**src/rtl/transform_hcnt_v2.sv**
```systemverilog
// Output-row / kernel-row walker for a height transform: steps (oh, kh) on each
// hcnt flag and derives the signed input row index and its padding status.
//
// state | meaning
// IDLE  | waiting for a start edge
// LOAD  | latch configuration, clear counters
// RUN   | advance kh/oh on each I_hcnt_flag
// DONE  | one-cycle terminal state, raises O_done next cycle
module transform_hcnt_v2 #(
    parameter int C_W_WIDTH = 10,
    parameter int C_KWIDTH  = 4,
    parameter int C_SWIDTH  = 2,
    parameter int C_PWIDTH  = 2,
    parameter int C_DWIDTH  = 2
) (
    input  logic                 I_clk,
    input  logic                 I_rst,
    input  logic                 I_ap_start,
    input  logic                 I_hcnt_flag,
    input  logic [C_W_WIDTH-1:0] I_oheight,
    input  logic [C_W_WIDTH-1:0] I_iheight,
    input  logic [C_KWIDTH-1:0]  I_kernel_h,
    input  logic [C_SWIDTH-1:0]  I_stride_h,
    input  logic [C_PWIDTH-1:0]  I_pad_h,
    input  logic [C_DWIDTH-1:0]  I_dilation_h,
    output logic [C_W_WIDTH-1:0] O_oh,
    output logic [C_W_WIDTH-1:0] O_h,
    output logic [C_KWIDTH-1:0]  O_kh,
    output logic [C_W_WIDTH:0]   O_hindex,
    output logic                 O_pad_row,
    output logic                 O_compute_en,
    output logic                 O_compute_en_real,
    output logic                 O_last_line,
    output logic                 O_busy,
    output logic                 O_done
);
    localparam int HW = C_W_WIDTH + 1;

    typedef enum logic [1:0] {IDLE, LOAD, RUN, DONE} state_t;

    state_t               state, state_nxt;
    logic                 start_prev, start_edge;
    logic [C_W_WIDTH-1:0] oheight_q, iheight_q;
    logic [C_KWIDTH-1:0]  kernel_h_q;
    logic [C_SWIDTH-1:0]  stride_q;
    logic [C_PWIDTH-1:0]  pad_q;
    logic [C_DWIDTH-1:0]  dil_q;
    logic [HW-1:0]        acc, acc_nxt;
    logic [C_W_WIDTH-1:0] oh_nxt, h_nxt;
    logic [C_KWIDTH-1:0]  kh_nxt;
    logic                 last_nxt;
    logic [HW-1:0]        hidx_nxt;
    logic                 ce_d1;

    assign start_edge = I_ap_start & ~start_prev;
    assign O_busy     = (state != IDLE);

    always_comb begin
        state_nxt = state;
        oh_nxt    = O_oh;
        h_nxt     = O_h;
        kh_nxt    = O_kh;
        acc_nxt   = acc;
        last_nxt  = O_last_line;
        case (state)
            IDLE: if (start_edge) state_nxt = LOAD;
            LOAD: begin
                oh_nxt   = '0;
                h_nxt    = '0;
                kh_nxt   = '0;
                acc_nxt  = '0;
                last_nxt = 1'b0;
                // Decide on the values being latched this cycle.
                state_nxt = (I_oheight == '0 || I_kernel_h == '0) ? DONE : RUN;
            end
            RUN: begin
                if (start_edge) begin
                    state_nxt = LOAD;
                end else if (I_hcnt_flag) begin
                    if (O_kh == kernel_h_q - C_KWIDTH'(1)) begin
                        if (O_oh == oheight_q - C_W_WIDTH'(1)) begin
                            state_nxt = DONE;
                        end else begin
                            kh_nxt  = '0;
                            acc_nxt = '0;
                            oh_nxt  = O_oh + C_W_WIDTH'(1);
                            h_nxt   = O_h + C_W_WIDTH'(stride_q);
                        end
                    end else begin
                        kh_nxt  = O_kh + C_KWIDTH'(1);
                        acc_nxt = acc + HW'(dil_q);
                    end
                end
                if (oh_nxt == oheight_q - C_W_WIDTH'(1)) last_nxt = 1'b1;
            end
            DONE: state_nxt = start_edge ? LOAD : IDLE;
            default: state_nxt = IDLE;
        endcase
    end

    // Two's complement wrap at HW bits gives the signed row index directly.
    assign hidx_nxt = {1'b0, O_h} + acc - HW'(pad_q);

    always_ff @(posedge I_clk) begin
        if (I_rst) begin
            state             <= IDLE;
            start_prev        <= 1'b0;
            oheight_q         <= '0;
            iheight_q         <= '0;
            kernel_h_q        <= '0;
            stride_q          <= '0;
            pad_q             <= '0;
            dil_q             <= '0;
            acc               <= '0;
            O_oh              <= '0;
            O_h               <= '0;
            O_kh              <= '0;
            O_last_line       <= 1'b0;
            O_hindex          <= '0;
            O_pad_row         <= 1'b0;
            O_compute_en      <= 1'b0;
            ce_d1             <= 1'b0;
            O_compute_en_real <= 1'b0;
            O_done            <= 1'b0;
        end else begin
            state       <= state_nxt;
            start_prev  <= I_ap_start;
            acc         <= acc_nxt;
            O_oh        <= oh_nxt;
            O_h         <= h_nxt;
            O_kh        <= kh_nxt;
            O_last_line <= last_nxt;
            if (state == LOAD) begin
                oheight_q  <= I_oheight;
                iheight_q  <= I_iheight;
                kernel_h_q <= I_kernel_h;
                stride_q   <= I_stride_h;
                pad_q      <= I_pad_h;
                dil_q      <= I_dilation_h;
            end
            if (state != IDLE) begin
                O_hindex  <= hidx_nxt;
                O_pad_row <= hidx_nxt[HW-1] || (hidx_nxt >= {1'b0, iheight_q});
            end
            O_compute_en      <= (state == RUN);
            ce_d1             <= O_compute_en;
            O_compute_en_real <= ce_d1;
            O_done            <= (state == DONE) && !start_edge;
        end
    end
endmodule

```
**config.mk**
```make
export PLATFORM = sky130hd
export DESIGN_NAME = transform_hcnt_v2
export DESIGN_NICKNAME = d
export VERILOG_FILES = /design/src/rtl/transform_hcnt_v2.sv
export SDC_FILE = /design/constraint.sdc
export NUM_CORES = 1
export LEC_CHECK = 0
export CELL_PAD_IN_SITES_DETAIL_PLACEMENT = 1
export CELL_PAD_IN_SITES_GLOBAL_PLACEMENT = 2
export CORE_MARGIN = 2
export CORE_UTILIZATION = 33
export DETAILED_ROUTE_END_ITERATION = 6
export PLACE_DENSITY_LB_ADDON = 0.1
export SYNTH_ARGS = -nofsm -noshare
export SYNTH_HDL_FRONTEND = slang
export SYNTH_SLANG_ARGS = --single-unit
```
**constraint.sdc**
```tcl
create_clock -name I_clk -period 3.95 [get_ports I_clk]
set_input_delay 0.79 -clock I_clk [delete_from_list [all_inputs] [get_ports I_clk]]
set_output_delay 0.79 -clock I_clk [all_outputs]
set_load 0.1 [all_outputs]
```
==> Word-level counts from Yosys, hierarchy flattened <==
Cells that the tools add are included.
{ "totals": {"input_bits": 34, "output_inout_bits": 41, "wordCells": 90, "register_bits": 85} }
{ "classes": {"muxes": 31, "bitwise": 2, "reduce_logical": 13, "n_eq_ne": 16, "magnitude_cmp": 1, "add_sub_neg": 8} }
{ "op_table": {"columns": ["cell", "n"], "rows": [
  ["$mux 10", 9],
  ["$mux 11", 4],
  ["$pmux 10 s2", 2],
  ["$pmux 11 s2", 1],
  ["$eq 10x10->1", 2],
  ["$mux 4", 4],
  ["$ne 2x2->1 const B", 6],
  ["$ne 3x3->1 const B", 4],
  ["$add 10x11->11", 1],
  ["$add 11x2->11", 1],
  ["$ge 11x10->1", 1],
  ["$sub 11x2->11", 1],
  ["$add 10x1->10 const B", 1],
  ["$add 10x2->10", 1],
  ["$logic_not 10->1", 1],
  ["$mux 2", 5],
  ["$sub 10x1->10 const B", 1],
  ["$pmux 2 s4", 1],
  ["$pmux 4 s2", 1],
  ["$reduce_and 4->1", 2],
  ["$reduce_and 5->1", 1],
  ["$add 4x1->4 const B", 1],
  ["$eq 2x2->1 const B", 2],
  ["$eq 4x4->1", 1],
  ["13 further kinds", 17]
]} }

==> Depth between registers and ports, before layout <==
Gate-level depths: netlist of the first run.
{ "depth": {"depth_word": 10, "mapped_depth": 17, "depth_no_buf": 17} }

==> Worst setup path after synthesis of the first run <==
Ideal clock, no wire load.
{ "synth_path": {"path_kind": "reg-to-reg", "from": "register O_h[1]", "to": "register O_pad_row", "path_buffers": 0, "stages_incl_launch_ff": 16, "setup_time_ps": 91, "synth_period_minus_slack_ps": 4357, "arrival_time_ps": 4266, "required_ps": 3859, "setup_slack_ps": -407, "path_cell_list": "dfxtp_1 -> inv_1 -> fa_1 -> inv_1 -> ha_1 -> a21o_1 -> a21oi_1 -> o21bai_1 -> a2111oi_0 -> o31ai_1 -> nor2_1 -> xnor2_1 -> ha_1 -> o21ai_0 -> a21o_1 -> a311oi_1"} }
{ "synth_between": {"elab_chain_len": 4} }
{ "synth_rtl": {"columns": ["item", "line", "text"], "rows": [
  ["start, declared", "27", "output logic [C_W_WIDTH-1:0] O_h,"],
  ["start signal, assigned", "130", "O_h <= h_nxt;"],
  ["$add 10x11->11", "102", "assign hidx_nxt = {1'b0, O_h} + acc - HW'(pad_q);"],
  ["$sub 11x2->11", "102", null],
  ["net hidx_nxt[9]", "52", "logic [HW-1:0] hidx_nxt;"],
  ["$ge 11x10->1", "143", "O_pad_row <= hidx_nxt[HW-1] || (hidx_nxt >= {1'b0, iheight_q});"],
  ["$logic_or 1x1->1", "143", null],
  ["end signal, assigned", "143", null],
  ["end, declared", "30", "output logic O_pad_row,"]
]} }
The timed path passes the listed nets, and every way through them passes these cells.
A chain may end at the register's enable or synchronous reset.

==> Worst setup path in the final report of the first run <==
Ends and elaborated chain as after synthesis.

==> flow_summary_export.csv, run 1 <==
group,metric,value,unit
synthesis,synth-edff-count,0,
power_and_ir_drop,cellPowerDensity,484,mW/mm2
sta,grt_setup_unrepaired,"false",
clock_tree,root_buffer,"clkbuf_16",
die,die-height,132,um
synthesis,syn_nets,728,
placed_design,numPortBuffers,74,
synthesis,synth_top_area_cell,"dfxtp_1",
global_routing,grt_max_degree,40,
worst_setup_path,cp-endpoint,"O_pad_row$_SDFFE_PP0P_",
detailed_routing,routed_wl,16100,um
sta,period_needed,3.66,ns
worst_setup_path,cp.required,4.20,ns
finish,seqCellArea,0.00171,mm2
worst_setup_path,cp_max_fo,5,
finish,n_fill_cell,1901,
sta,finalSetupViolations,0,
synthesis,yosysTopAreaCellShare,0.315,
worst_setup_path,slowest_delay,0.59,ns
die,row_count,46,
sta,worst_pin_slew,1.00,ns
die,dieArea,0.0174,mm2
worst_setup_path,endpoint_kind,"flip-flop",
detailed_routing,final_antenna_net_count,0,
sta,drv_slew,0,
power_and_ir_drop,power,3.22,mW
synthesis,netlist-cell-type-count,64,
global_routing,antenna_found_initial,0,
finish,antenna_cells,0,
finish,layoutNonFillerInstCount,931,
global_routing,grt_pass1_wl,26100,um
finish,multiInputGateArea,0.00332,mm2
power_and_ir_drop,p_leak,2.48,nW
synthesis,async_flop_share,0,
worst_setup_path,startpoint,"O_h[1]$_SDFFE_PP0P_",
synthesis,synthCells,648,
synthesis,synthesis.area,0.00540,mm2
clock_tree,clock-sinks,85,
worst_setup_path,worst-path-stages,16,
worst_setup_path,critPathBufInv,3,
sta,clock_skew,0.00803,ns
sta,max_slew_margin,0.329,
worst_setup_path,cpLargestDelayFamily,"compound AO/OA/AOI/OAI gates",
die,io_pins,75,
detailed_routing,wire_per_inst,17.3,um
detailed_routing,viasPerCell,5.19,
clock_tree,path_clk_slew,0.07,ns
synthesis,synth_seq_cells,85,
sta,setup_ws,0.288,ns
detailed_routing,drtPass1Iterations,4,
worst_setup_path,reg2reg_from,"O_h[1]$_SDFFE_PP0P_",
sta,hold_viol_final,0,
worst_setup_path,r2r_cells,16,
clock_tree,cts-buffers-inserted,9,
placed_design,post-dp-hpwl,12500,um
synthesis,syn_avg_cell_area,8.34,um2
clock_tree,cts_tree,"yes",
placed_design,gp_congestion,0.779,
synthesis,yosys_warnings,0,
placed_design,place_ws,0.237,ns
synthesis,synth_ff_type,"dfxtp_1",
synthesis,synth_area_leaders,"dfxtp_1 (31%), ha_1 (9.7%), mux2i_1 (6.7%)",
die,core_area,0.0159,mm2
finish,syn2layout_area_growth,23.1,%
run,cap_violations,0,
worst_setup_path,start_kind,"flip-flop",
worst_setup_path,regToRegSetupSlack,0.29,ns
detailed_routing,vias,4828,
placed_design,dp.cells,915,
global_routing,grt_use_total,0.187,
outcome,outcome,"complete, no violations",
detailed_routing,drtIter0Drc,135,
worst_setup_path,cp.arrival,3.92,ns
die,start_util,0.339,
global_routing,first_global_vias,5025,
clock_tree,h-tree-depth,3,
worst_setup_path,crit_type,"reg2reg",
clock_tree,clock_path_buffers,2,
worst_setup_path,worst_r2r_endpoint,"O_pad_row$_SDFFE_PP0P_",
worst_hold_path,hold_path_class,"reg2reg",
clock_tree,clkLatencyLatePin,0.35,ns
die,die_w,132,um
global_routing,grt-ovfl-total,0,
sta,min_period_over_period,0.927,
synthesis,yosysSeqAreaShare,0.315,
sta,setup_tns,0,ns
power_and_ir_drop,peakVddDrop,0.228,mV
worst_setup_path,slowest_stage,"fa_1",
detailed_routing,drc,0,
finish,drive_gt1_frac,0.0657,
sta,max_freq,273,MHz
worst_setup_path,path_cells,"inv_1 -> fa_1 -> inv_1 -> ha_1 -> a21o_1 -> a21oi_2 -> o21bai_1 -> a2111oi_1 -> buf_4 -> o21bai_1 -> nor2b_1 -> ha_1 -> o21a_1 -> o31ai_1 -> a21o_1 -> a311oi_1",
finish,nets,790,
## report_power, final
| part | internal (mW) | switching, mW |
|---|---|---|
| Clock | 0.578 | 0.389 |
| Combinational | 0.462 | 0.774 |
| Sequential | 0.934 | 0.0846 |
## cell usage after synthesis, types with 5 or more instances
cell	count
a21o_1	6
a21oi_1	43
clkbuf_1	17
dfxtp_1	85
ha_1	42
inv_1	64
mux2i_1	36
nand2_1	47
nand3_1	24
nand4_1	7
nor2_1	60
nor2b_1	11
nor3_1	10
nor4_1	6
o211ai_1	6
o21ai_0	23
o31ai_1	13
or2_2	5
or3_1	16
or4_1	14
xnor2_1	25
xor2_1	14
## state kept, by name (all words and copies together) (netlist names)
register / count
ce_d1: 1
O_hindex: 11
O_compute_en_real: 1
dil_q: 2
iheight_q: 10
start_prev: 1
O_oh: 10
O_compute_en: 1
oheight_q: 10
pad_q: 2
stride_q: 2
O_pad_row: 1
O_h: 10
acc: 11
O_done: 1
O_kh: 4
kernel_h_q: 4
O_last_line: 1
state: 2
## repair_timing
item                                    in CTS  in global routing
endpoints found under the setup margin       0                  1
hold buffers                                 0                  0
hold endpoints to repair                     0                  0
gates resized for setup                      0                  2
setup buffers                                0                  0
## kinds of logic after synthesis
group | Yosys count | synth area share
buffers and inverters | 94 | 0.0718
xor gates and xnor gates | 40 | 0.0674
AOI/OAI and AO/OA | 128 | 0.160
DFF | 85 | 0.315
adders and majority gates | 46 | 0.112
and+or+nand+nor | 217 | 0.203
muxes | 38 | 0.0709
## worst min-delay path by stage
stage,startpoint,endpoint,cells after the start,slack (ns)
finish,ce_d1$_SDFF_PP0_,O_compute_en_real$_SDFF_PP0_,1,0.45
global route,ce_d1$_SDFF_PP0_,O_compute_en_real$_SDFF_PP0_,1,0.48
CTS,ce_d1$_SDFF_PP0_,O_compute_en_real$_SDFF_PP0_,1,0.45
detailed placement,ce_d1$_SDFF_PP0_,O_compute_en_real$_SDFF_PP0_,1,0.44
global placement,ce_d1$_SDFF_PP0_,O_compute_en_real$_SDFF_PP0_,1,0.42
floorplan,ce_d1$_SDFF_PP0_,O_compute_en_real$_SDFF_PP0_,1,0.41
## area by class of cell
class                   instances  share of cell area
clock buffers                  10              0.0359
clock inverters                 6              0.0141
inverters                      65              0.0367
multi-input cells             469               0.499
flip-flops and latches         85               0.256
well taps                     216              0.0406
repair buffers                 80               0.117
## routing by layer
metal	up-vias	track usage	routed length (um)
met2	58	0.352	8480
met5	-	0	0
met4	0	0.0574	229
met1	2372	0.214	6930
met3	14	0.0327	427
li1	2384	-	-
## layout by cell type (no fill, tap or decap), types with 4 or more instances in the layout
master	n
xor2_1	14
nor4_1	6
clkdlybuf4s50_1	72
a21o_1	6
and3_1	4
dfxtp_1	84
xnor2_1	25
or4_1	14
o31ai_1	13
ha_1	41
buf_4	7
nor3_1	10
a21oi_1	42
nand2_1	47
inv_1	64
nand4_1	7
mux2i_1	36
nor2b_1	11
or2_2	5
or3_1	16
fa_1	4
a21oi_2	4
clkbuf_16	9
o21ai_0	23
o211ai_1	6
nor2_1	60
nand3_1	24
## stage by stage
step                       util  hold WS, ns  instance area, um2
after floorplan               -        0.414                5410
after global placement    0.396        0.422                6310
after detailed placement  0.396        0.436                6310
after CTS                 0.417        0.454                6650
after global routing      0.417        0.479                6650
final                     0.417        0.447                6650
(Power assumes the default switching activity.)
==> inputs of run 2 (changes only) <==
SKIP_CTS_REPAIR_TIMING = 1   (was unset)
==> results of run 2 <==
No change in the layout: final DEF, timing and power equal those of run 1.
==> inputs of run 3 (changes only) <==
SKIP_CTS_REPAIR_TIMING = unset   (was 1)
TNS_END_PERCENT = 5   (was unset)
==> results of run 3 <==
No change in the layout: final DEF, timing and power equal those of run 1.
